==> src/rtl/serial_row_loader.sv <==
// Deserialises an LSB-first serial stream into feat+1-word rows and writes each row to row memory.
// Optional: define LOADER_CSUM_EN to add a 16-bit wrap-around checksum of all received words.
module serial_row_loader #(
   parameter int ADDR_WIDTH   = 12,
   parameter int MAX_FEATURES = 15,
   parameter int LENGTH       = 16,
   parameter int DATA_WIDTH   = LENGTH * (MAX_FEATURES + 1)
) (
   input  logic                  CLK,
   input  logic                  RST,
   input  logic                  S,
   input  logic [3:0]            feat,
   input  logic [ADDR_WIDTH-1:0] data_points,
   output logic                  wr_en,
   output logic [ADDR_WIDTH-1:0] wr_addr,
   output logic [DATA_WIDTH-1:0] wr_data,
   output logic                  busy,
   output logic                  load_done
`ifdef LOADER_CSUM_EN
   ,
   output logic [15:0]           csum
`endif
);

   typedef enum logic [1:0] {LOAD_ARM, LOAD, DONE} state_e;

   localparam int                BW       = $clog2(LENGTH);
   localparam logic [BW-1:0]     LAST_BIT = BW'(LENGTH - 1);
   localparam logic [3:0]        MAX_F    = 4'(MAX_FEATURES);

   state_e                  state_q,    state_d;
   logic [3:0]              feat_q,     feat_d;
   logic [ADDR_WIDTH-1:0]   dp_q,       dp_d;
   logic [BW-1:0]           bit_cnt_q,  bit_cnt_d;
   logic [3:0]              word_idx_q, word_idx_d;
   logic [ADDR_WIDTH-1:0]   row_cnt_q,  row_cnt_d;
   logic [LENGTH-1:0]       shift_q,    shift_d;
   logic [DATA_WIDTH-1:0]   row_q,      row_d;
   logic                    wr_en_q,    wr_en_d;
   logic [ADDR_WIDTH-1:0]   wr_addr_q,  wr_addr_d;
   logic [DATA_WIDTH-1:0]   wr_data_q,  wr_data_d;
   logic                    busy_q,     busy_d;
   logic                    done_q,     done_d;
`ifdef LOADER_CSUM_EN
   logic [15:0]             csum_q,     csum_d;
`endif

   // Position of the bit captured on this edge; the arming edge is bit 0 of the first word.
   logic [3:0]              cur_word;
   logic [BW-1:0]           cur_bit;
   logic [ADDR_WIDTH-1:0]   cur_row;

   always_comb begin
      // NOTE: every signal gets a default first so no path through this block infers a latch.
      state_d    = state_q;
      feat_d     = feat_q;
      dp_d       = dp_q;
      bit_cnt_d  = bit_cnt_q;
      word_idx_d = word_idx_q;
      row_cnt_d  = row_cnt_q;
      shift_d    = shift_q;
      row_d      = row_q;
      wr_en_d    = 1'b0;
      wr_addr_d  = wr_addr_q;
      wr_data_d  = wr_data_q;
      busy_d     = busy_q;
      done_d     = done_q;
`ifdef LOADER_CSUM_EN
      csum_d     = csum_q;
`endif
      cur_word   = word_idx_q;
      cur_bit    = bit_cnt_q;
      cur_row    = row_cnt_q;

      if (state_q == LOAD_ARM) begin
         feat_d   = (feat > MAX_F) ? MAX_F : feat;
         dp_d     = data_points;
         cur_word = feat_d;
         cur_bit  = '0;
         cur_row  = '0;
         busy_d   = 1'b1;
         state_d  = LOAD;
      end

      if (state_q != DONE) begin
         shift_d    = {S, shift_q[LENGTH-1:1]};
         word_idx_d = cur_word;
         row_cnt_d  = cur_row;
         if (cur_bit == LAST_BIT) begin
            bit_cnt_d                         = '0;
            row_d[LENGTH*cur_word +: LENGTH]  = shift_d;
`ifdef LOADER_CSUM_EN
            csum_d = csum_q + 16'(shift_d);
`endif
            if (cur_word == 4'd0) begin
               wr_en_d   = 1'b1;
               wr_addr_d = cur_row;
               // Slots above the latched feature count never carry data.
               for (int j = 0; j <= MAX_FEATURES; j++)
                  wr_data_d[LENGTH*j +: LENGTH] = (4'(j) <= feat_d) ? row_d[LENGTH*j +: LENGTH] : '0;
               if (cur_row == dp_d) begin
                  state_d = DONE;
                  busy_d  = 1'b0;
                  done_d  = 1'b1;
               end else begin
                  row_cnt_d  = cur_row + ADDR_WIDTH'(1);
                  word_idx_d = feat_d;
               end
            end else begin
               word_idx_d = cur_word - 4'd1;
            end
         end else begin
            bit_cnt_d = cur_bit + BW'(1);
         end
      end
   end

   always_ff @(posedge CLK or negedge RST) begin
      if (!RST) begin
         state_q    <= LOAD_ARM;
         feat_q     <= '0;
         dp_q       <= '0;
         bit_cnt_q  <= '0;
         word_idx_q <= '0;
         row_cnt_q  <= '0;
         shift_q    <= '0;
         row_q      <= '0;
         wr_en_q    <= 1'b0;
         wr_addr_q  <= '0;
         wr_data_q  <= '0;
         busy_q     <= 1'b0;
         done_q     <= 1'b0;
`ifdef LOADER_CSUM_EN
         csum_q     <= '0;
`endif
      end else begin
         state_q    <= state_d;
         feat_q     <= feat_d;
         dp_q       <= dp_d;
         bit_cnt_q  <= bit_cnt_d;
         word_idx_q <= word_idx_d;
         row_cnt_q  <= row_cnt_d;
         shift_q    <= shift_d;
         row_q      <= row_d;
         wr_en_q    <= wr_en_d;
         wr_addr_q  <= wr_addr_d;
         wr_data_q  <= wr_data_d;
         busy_q     <= busy_d;
         done_q     <= done_d;
`ifdef LOADER_CSUM_EN
         csum_q     <= csum_d;
`endif
      end
   end

   assign wr_en     = wr_en_q;
   assign wr_addr   = wr_addr_q;
   assign wr_data   = wr_data_q;
   assign busy      = busy_q;
   assign load_done = done_q;
`ifdef LOADER_CSUM_EN
   assign csum      = csum_q;
`endif

endmodule

==> config.mk <==
export PLATFORM = sky130hd
export DESIGN_NAME = serial_row_loader
export DESIGN_NICKNAME = d
export VERILOG_FILES = /design/src/rtl/serial_row_loader.sv
export SDC_FILE = /design/constraint.sdc
export NUM_CORES = 1
export LEC_CHECK = 0
export CORE_MARGIN = 1
export CORE_UTILIZATION = 47
export CTS_CLUSTER_SIZE = 10
export DETAILED_ROUTE_END_ITERATION = 8
export PLACE_DENSITY_LB_ADDON = 0.08
export SLEW_MARGIN = 15
export SYNTH_ARGS = -nofsm -noshare
export SYNTH_HDL_FRONTEND = slang
export SYNTH_SLANG_ARGS = --single-unit
==> constraint.sdc <==
create_clock -name CLK -period 9.7 [get_ports CLK]
set_clock_uncertainty 0.05 [all_clocks]
set_input_delay 0.97 -clock CLK [delete_from_list [all_inputs] [get_ports CLK]]
set_output_delay 0.97 -clock CLK [all_outputs]
set_load 0.02 [all_outputs]
==> results of run 1 <==
per-layer routing:
layer  GRT usage, %  share of wire [%]  vias up
met5              0              0.037        -
met4          8.961                2.4        4
li1               -                  -     8550
met3          5.793                6.5      103
met2          42.49                 46      568
met1          39.25                 45     9320
power by group through the flow:
stage | Clock (W) | Combinational [W] | Sequential (W)
3_5_place_dp | 0 | 0.00146 | 0.00286
5_1_grt | 0.00244 | 0.00160 | 0.00285
6_report | 0.00230 | 0.00147 | 0.00283
4_1_cts | 0.00234 | 0.00147 | 0.00282
3_3_place_gp | 0 | 0.00144 | 0.00285
2_1_floorplan | 0 | 0.000965 | 0.00282
Yosys cell counts (3+ instances only):
| cell | count | share of area (%) |
|---|---|---|
| a211oi_1 | 3 | 0.092 |
| a21o_1 | 3 | 0.092 |
| a21oi_1 | 11 | 0.22 |
| a21oi_2 | 3 | 0.11 |
| a221o_1 | 17 | 0.69 |
| a22o_1 | 35 | 1.2 |
| and2_1 | 39 | 0.99 |
| and3_1 | 38 | 0.97 |
| buf_1 | 5 | 0.076 |
| buf_2 | 28 | 0.57 |
| buf_4 | 6 | 0.18 |
| clkbuf_1 | 128 | 2.0 |
| dfrtp_1 | 580 | 59 |
| ha_1 | 7 | 0.36 |
| inv_1 | 14 | 0.21 |
| mux2_2 | 53 | 2.4 |
| mux2i_1 | 193 | 7.9 |
| nand2_1 | 618 | 9.4 |
| nand2_2 | 5 | 0.13 |
| nand2b_1 | 8 | 0.20 |
| nand3_1 | 37 | 0.75 |
| nand3b_1 | 3 | 0.092 |
| nand4_1 | 7 | 0.18 |
| nor2_1 | 21 | 0.32 |
| nor2b_1 | 4 | 0.10 |
| nor3_1 | 6 | 0.12 |
| nor3b_1 | 7 | 0.21 |
| nor4_1 | 8 | 0.20 |
| o211ai_1 | 7 | 0.21 |
| o21ai_0 | 423 | 8.6 |
| xnor2_1 | 8 | 0.29 |
| xor2_1 | 8 | 0.29 |
final timing paths:
path	from	end	slack [ps]	cells after the start
hold / removal	wr_data[190]$_DFFE_PN0P_	wr_data[190]$_DFFE_PN0P_	420	2
hold reg to reg	wr_data[190]$_DFFE_PN0P_	wr_data[190]$_DFFE_PN0P_	420	2
setup reg to reg	state_q[1]$_DFF_PN0_	row_q[0]$_DFFE_PN0P_	4260	11
max in group asynchronous	RST	row_q[126]$_DFFE_PN0P_	6830	3
min in group asynchronous	RST	wr_data[81]$_DFFE_PN0P_	430	1
setup / recovery	state_q[1]$_DFF_PN0_	row_q[0]$_DFFE_PN0P_	4260	11
flip-flops by register name (all words and copies together) (netlist names):
register,cells
row_q,256
wr_addr,12
dp_q,12
busy,1
bit_cnt_q,4
word_idx_q,4
shift_q,15
feat_q,4
wr_data,256
load_done,1
wr_en,1
row_cnt_q,12
state_q,2
per-stage QoR:
step / total power, W / area, µm²
after floorplan: 0.003784 / 24580
after global placement: 0.004288 / 27960
after detailed placement: 0.004326 / 27960
after CTS: 0.006630 / 29870
after global routing: 0.006893 / 29890
final: 0.006594 / 29890
kinds of logic (layout without fill, tap and decap cells):
family / count (synthesis) / after routing
AND/OR/NAND/NOR: 815 / 815
flip-flops: 580 / 580
AO/OA/AOI/OAI: 526 / 526
multiplexers: 249 / 249
buffers and inverters: 182 / 422
XOR/XNOR: 16 / 16
adder cells (fa/ha/maj): 7 / 7
other: 0 / 1
final cells by class:
cell class	instances	area share (%)
antenna	1	0.008371
tap	680	2.846
sequential	580	48.55
multi-input combinational	1613	31.43
timing repair buffer	322	10.61
clock inverter	7	0.2009
inverter	14	0.1758
clock buffer	79	6.182
critical path, cell delays in order, from the launching register on:
cell     delay [ps]
dfrtp_1         610
or2_1           500
buf_4           310
and2_1          200
ha_1            240
nand3_1         130
nor3b_1          80
nand3_4         100
buf_4           850
buf_4           970
or4_1           820
mux2_2          410
==> reports/qor.yml, run 1 <==
vias: 18550
place_hpwl_um: 47230
multi_input_area_um2: 9394
synthXorXnorAreaFrac_pct: 0.5701
synth_top_family_by_area: "simple AND/OR/NAND/NOR gates"
cts_resized: 0
final_common_cell: "nand2_1"
synth_nets: 2401
fin_util_pct: 58.03
cts.sinks: 580
tightest_slew_ps: 1150
drt-pass1-iter-count: 6
rsz0062_at_grt: "false"
setup_tns_ps: 0
dp_slack_ps: 3822
ff_latch_area_um2: 14510
grt_remaining_overflow: 0
dieArea_um2: 53220
seq_power_share_pct: 42.9
yosys.area_share.simple_pct: 14.28
cap_viol_max_count: 0
die_y_um: 230.7
clkTransAtPathRegs_ps: 50
place_inst: 3209
ys_async_sr_fraction_pct: 100.0
area_growth_pct: 21.60
synth_ff_type: "dfrtp_1"
slew_viol_final: 0
final_cells: 3296
arrival_ps: 5870
drc_errors: 0
tritoncts: "built"
start_util_pct: 47.72
fin_ws_ps: 4261
cts_inserted_buffers: 69
nets: 2626
synthDistinctLibCells: 64
wl_um: 72270
fmax_mhz: 183.9
htree_levels: 3
grt_max_degree: 163
min_path_type: "flop to flop"
place_congestion: 0.8830
setup.worst_path.class: "flop to flop"
p_clk_share_pct: 34.8
fill_cells: 4479
wl_per_cell_um: 21.93
synthCells: 2375
status: "finished clean"
viasPerCell: 5.627
synth_edf_count: 0
ant_nets: 0
drive_gt1_share_pct: 7.572
setup_violations: 0
row_count: 83
hold_violations: 0
relSlewSlack_pct: 23.11
avgSynthCellArea_um2: 10.35
numPortBuffers: 289
grt_pass1_vias: 18700
cts_hold_buf: 0
power_leakage_nw: 13.86
p_switching_w: 0.002108
synthAdderAreaFrac_pct: 0.3563
grt_usage_pct: 27.67
p_sw_share_pct: 31.96
cts_buffer_depth: 3
power_frac_comb_pct: 22.3
core_area_um2: 51510
power_density_nw_per_um2: 220.6
yosysSeqAreaShare_pct: 59.04
post-cts-setup-buffer-count: 0
layout_common_cells: "nand2_1 (618), dfrtp_1 (580), o21ai_0 (421), clkdlybuf4s50_1 (288), mux2i_1 (193)"
worstPathMaxFanout: 102
yosysWarnings: 0
cp-start-kind: "flop"
clk_latency_ps: 600
fin_crit_ps: 5439
die_w_um: 230.7
synth_compound_gate_area_share_pct: 12.20
peakVddDrop_mv: 0.1215
antenna_found_initial: 3
intPower_w: 0.004486
whs_ps: 422.7
drt_iter0_drc: 1458
end_kind: "flop"
synthMuxAreaShare_pct: 10.52
fin_crit_sh_pct: 56.07
ioPinCount: 290
netlist_area_um2: 24580
cp.required_ps: 10130
cts_root_buf: "clkbuf_16"
grt_first_pass_wirelength_um: 112200
ys_ff_latch: 580
Note: power is estimated with default switching activity, not from simulation.
==> inputs of run 2 (changes only) <==
- clock period: 9.7 -> 5.7 ns (I/O delays scaled with it)
==> run 2 against run 1 <==
  * Cell area is essentially flat
  * First-iteration DRC count is 1.2% higher
  * Combinational power grew 71%
  * Count of clock-buffer cells in the layout up 1
  * Critical path type unchanged
  * Routed wire length increased by 1.0%
  * Global-route usage increased by 0.24 points
  * Utilization is essentially flat
  * Worst hold slack worse by 17 ps
  * Sequential share of layout area hardly changed
  * Fmax up 15%
==> reports/qor.yml, run 2 (synthesis results as in run 1) <==
fin_ws_ps: 958.1
place_congestion: 0.8836
power_density_nw_per_um2: 371.9
tightest_slew_ps: 1113
tritoncts: "built"
worstPathMaxFanout: 47
rsz0062_at_grt: "false"
rr_worst_depth: 12
cap_viol_max_count: 0
die_w_um: 230.7
setup_tns_ps: 0
die_y_um: 230.7
arrival_ps: 5190
wl_um: 73000
fin_crit_sh_pct: 83.19
clk_latency_ps: 600
slew_viol_final: 0
hold_violations: 0
cts_resized: 0
viasPerCell: 5.625
wl_per_cell_um: 22.09
nets: 2639
cts_buffer_depth: 3
cts_root_buf: "clkbuf_16"
status: "finished clean"
core_area_um2: 51510
grt_remaining_overflow: 0
power_leakage_nw: 13.89
peakVddDrop_mv: 0.2707
dieArea_um2: 53220
htree_levels: 3
min_path_cells: 1
fin_util_pct: 58.08
post-cts-setup-buffer-count: 0
fin_crit_ps: 4742
relSlewSlack_pct: 25.59
hold_path.startpoint: "load_done$_DFFE_PN0P_"
cts_hold_buf: 1
numPortBuffers: 289
fmax_mhz: 210.9
area_growth_pct: 21.69
grt_pass1_vias: 18800
layout_common_cells: "nand2_1 (618), dfrtp_1 (580), o21ai_0 (421), clkdlybuf4s50_1 (288), mux2i_1 (193)"
final_common_cell: "nand2_1"
antenna_found_initial: 3
grt_first_pass_wirelength_um: 113500
clkTransAtPathRegs_ps: 60
place_hpwl_um: 48150
setup_violations: 0
end_kind: "flop"
start_util_pct: 47.72
drt_iter0_drc: 1476
fill_cells: 4480
reg2reg_from: "state_q[1]$_DFF_PN0_"
cp.required_ps: 6150
grt_usage_pct: 27.91
drive_gt1_share_pct: 7.660
cts.sinks: 580
row_count: 83
ioPinCount: 290
min_path_type: "flop to flop"
ant_nets: 0
dp_slack_ps: 954.7
crit_start: "state_q[1]$_DFF_PN0_"
setup.worst_path.class: "flop to flop"
drc_errors: 0
cp-start-kind: "flop"
drt-pass1-iter-count: 5
vias: 18590
cts_inserted_buffers: 68
grt_max_degree: 123
-- run 2: cell count changes in the layout (fill, tap and decap cells not counted), moves of 2 or more --
cell and delta:
clkinv_2 -2, nor2_1 -2, nor2_2 +2, a21oi_1 +2
buf_4 +12, clkbuf_1 +3, inv_6 -2
-- run 2: through the flow --
| step | cells | hold WS, ps | power (W) | area, µm² |
|---|---|---|---|---|
| floorplan | 2375 | 224.4 | 0.006439 | 24580 |
| global placement | 3222 | 401.4 | 0.007326 | 28060 |
| detailed placement | 3222 | 393.8 | 0.007381 | 28060 |
| CTS | 3304 | 411.5 | 0.01119 | 29900 |
| global route | 3304 | 420.8 | 0.01165 | 29910 |
| finish | 3305 | 405.7 | 0.01112 | 29910 |
-- run 2: path summary, 6_finish.rpt --
path                                       endpoint  slack (ps)
hold / removal                load_done$_DFFE_PN0P_         410
min in group asynchronous   wr_data[81]$_DFFE_PN0P_         540
setup reg to reg           wr_data[114]$_DFFE_PN0P_         960
max in group asynchronous  wr_data[168]$_DFFE_PN0P_        3590
setup / recovery           wr_data[114]$_DFFE_PN0P_         960
hold reg to reg               load_done$_DFFE_PN0P_         410
-- run 2: cell type report --
type                       count  area [µm²]  area share [%]
clock inverter                 1       8.758         0.02928
tap                          680       850.8           2.844
timing repair buffer         336        3291           11.00
multi-input combinational   1613        9375           31.34
sequential                   580       14510           48.52
antenna                        1       2.502        0.008365
clock buffer                  80        1821           6.086
inverter                      14       52.55          0.1757
-- run 2: report_power, final --
group,internal (W),switching [W]
clock network,0.00222,0.00157
registers,0.00451,0.000297
logic,0.000862,0.00166
total,0.00759,0.00353
-- run 2: layer usage --
layer,up-vias,part of all wire (%),track usage (%)
met5,-,0.018,0
met4,2,3.5,10.78
met3,132,6.2,6.151
met2,584,46,42.71
met1,9309,44,38.80
li1,8565,-,-
-- run 2: worst max-delay path, stage by stage (launching register included) --
cell and delay [ps]:
dfrtp_1 690, or2_1 490, buf_4 390, and2_1 190
ha_1 230, nand3_1 120, nor3b_1 360, nand3_4 480
inv_1 380, nand2b_1 490, o21bai_1 340, buf_4 230
o21ai_0 190
==> inputs of run 3 (changes only) <==
- clock period: 5.7 -> 4.2 ns (I/O delays scaled with it)
==> run 3 against run 2 <==
  * Sequential power grew 36%
  * Register-to-register slack got worse by 480 ps
  * Sequential share of layout area decreased by 0.34 points
  * Cell area increased by 0.71%
  * Setup slack got worse by 480 ps
  * Final cell count up 0.64%
  * Non-clock buffer count is 25 higher
  * Utilization rose by 0.41 points
  * Sequential cell count is the same
  * Routed wire length rose by 0.88%
  * Critical path type unchanged
  * Critical endpoint is now row_q[13]$_DFFE_PN0P_
  * Highest routed layer is now met4
==> reports/qor.yml, run 3 (synthesis results as in run 1) <==
status: "finished clean"
p_clk_share_pct: 34.0
cp_common_cell: "nand2_1"
setup.worst_path.class: "flop to flop"
wl_per_cell_um: 22.14
vias: 18690
slew_viol_final: 0
cp-endpoint: "row_q[13]$_DFFE_PN0P_"
seq_power_share_pct: 42.9
cts_buffer_depth: 3
tritoncts: "built"
grt_usage_pct: 28.05
cts_resized: 0
fin_crit_sh_pct: 88.69
place_hpwl_um: 48200
cts_root_buf: "clkbuf_16"
placed_cell_area_um2: 28290
die_w_um: 230.7
arrival_ps: 4170
viasPerCell: 5.619
dieArea_um2: 53220
rr_worst_depth: 8
tightest_slew_ps: 1218
nets: 2664
cp-start-kind: "flop"
core_area_um2: 51510
grt_first_pass_wirelength_um: 113600
relSlewSlack_pct: 18.52
p_switching_w: 0.004855
clkTransAtPathRegs_ps: 50
slowest_stage: "nor2_1"
reg2reg_from: "state_q[1]$_DFF_PN0_"
wl_um: 73640
power_leakage_nw: 14.03
crit_start: "state_q[1]$_DFF_PN0_"
final_area_um2: 30130
antenna_found_initial: 1
fin_crit_ps: 3725
place_inst: 3247
drc_errors: 0
drt_iter0_drc: 1503
place_congestion: 0.8552
crit_chain: "or2_1 -> a21oi_1 -> ha_1 -> or3_1 -> nand2_1 -> nor2_1 -> nand2_1 -> o21ai_0"
cts.sinks: 580
fmax_mhz: 268.5
hold_path.startpoint: "data_points[1]"
antenna_cells: 0
clk_latency_ps: 600
start_util_pct: 47.72
end_kind: "flop"
peakVddDrop_mv: 0.2760
rsz0062_at_grt: "false"
min_path_type: "input pin to flop"
final_common_cell: "nand2_1"
intPower_w: 0.01038
drt-pass1-iter-count: 7
cap_viol_max_count: 0
numPortBuffers: 289
regToRegEndpoint: "row_q[13]$_DFFE_PN0P_"
timing.critical_path.depth: 8
die_y_um: 230.7
setup_tns_ps: 0
ioPinCount: 290
critPathTopFamily: "simple AND/OR/NAND/NOR gates"
path_buf_inv: 0
area_growth_pct: 22.56
power_frac_comb_pct: 23.2
power_density_nw_per_um2: 505.8
final_cells: 3326
drive_gt1_share_pct: 8.503
worstPathMaxFanout: 16
cp_slowest_stage_delay_ps: 840
cp.required_ps: 4640
row_count: 83
htree_levels: 3
grt_pass1_vias: 18590
layout_common_cells: "nand2_1 (618), dfrtp_1 (580), o21ai_0 (421), clkdlybuf4s50_1 (288), mux2i_1 (193)"
grt_remaining_overflow: 0
setup_violations: 0
p_sw_share_pct: 31.86
rrSetupSlack_ps: 480
grt_max_degree: 157
cts_inserted_buffers: 68
fill_cells: 4479
ant_nets: 0
hold_violations: 0
run 3: cell count changes in the layout (fill, tap and decap cells not counted), sizes merged:
cell	before	now
clkinv	0	1
diode	1	0
clkbuf	80	76
buf	47	72
run 3: how the worst min path moves through the flow:
stage | end | cells past startpoint | slack, ps
finish | dp_q[1]$_DFF_PN0_ | 3 | 340
global route | dp_q[10]$_DFF_PN0_ | 3 | 350
CTS | dp_q[1]$_DFF_PN0_ | 3 | 320
detailed placement | load_done$_DFFE_PN0P_ | 1 | 400
global placement | load_done$_DFFE_PN0P_ | 1 | 390
floorplan | bit_cnt_q[0]$_DFFE_PN0N_ | 0 | 70
run 3: worst register-to-register path, stage by stage, from the launching register on:
cell     delay [ps]
dfrtp_1         610
or2_1           440
a21oi_1         250
ha_1            460
or3_1           310
nand2_1         360
nor2_1          840
nand2_1         100
o21ai_0         220
run 3: metrics by stage:
| step | worst slack, ps | util [%] | hold slack (ps) | power (W) |
|---|---|---|---|---|
| 2_1_floorplan | 528.7 | - | 74.41 | 0.008738 |
| 4_1_cts | 495.5 | 58.49 | 318.9 | 0.01530 |
| 5_1_grt | 178.3 | 58.49 | 348.1 | 0.01590 |
| 6_report | 475.1 | 58.49 | 340.7 | 0.01524 |
| 3_3_place_gp | 458.3 | 54.92 | 393.7 | 0.01004 |
| 3_5_place_dp | 417.6 | 54.92 | 402.0 | 0.01011 |
run 3: cell type report:
cell class,count,area [µm²],share of cell area [%]
repair buffers,361,3516,11.67
well taps,680,850.8,2.824
flip-flops and latches,580,14510,48.17
clock inverters,2,13.76,0.04568
inverters,14,52.55,0.1744
clock buffers,76,1815,6.026
multi-input cells,1613,9365,31.09
run 3: power by group through the flow:
stage / Sequential, W / Combinational (W) / Clock, W
floorplan: 0.00651 / 0.00223 / 0
detailed placement: 0.00662 / 0.00349 / 0
CTS: 0.00653 / 0.00351 / 0.00526
global route: 0.00659 / 0.00383 / 0.00547
global placement: 0.00660 / 0.00344 / 0
finish: 0.00654 / 0.00353 / 0.00517
run 3: repair_timing:
action	CTS	global route
hold buffers	1	0
buffers inserted	0	0
hold endpoints to repair	94	0
run 3: per-layer routing:
metal	part of all wire (%)	vias to the layer above	track usage (%)
li1	-	8622	-
met1	45	9392	40.34
met2	46	581	43.30
met3	6.3	93	5.361
met4	2.2	0	8.113
met5	0	-	0
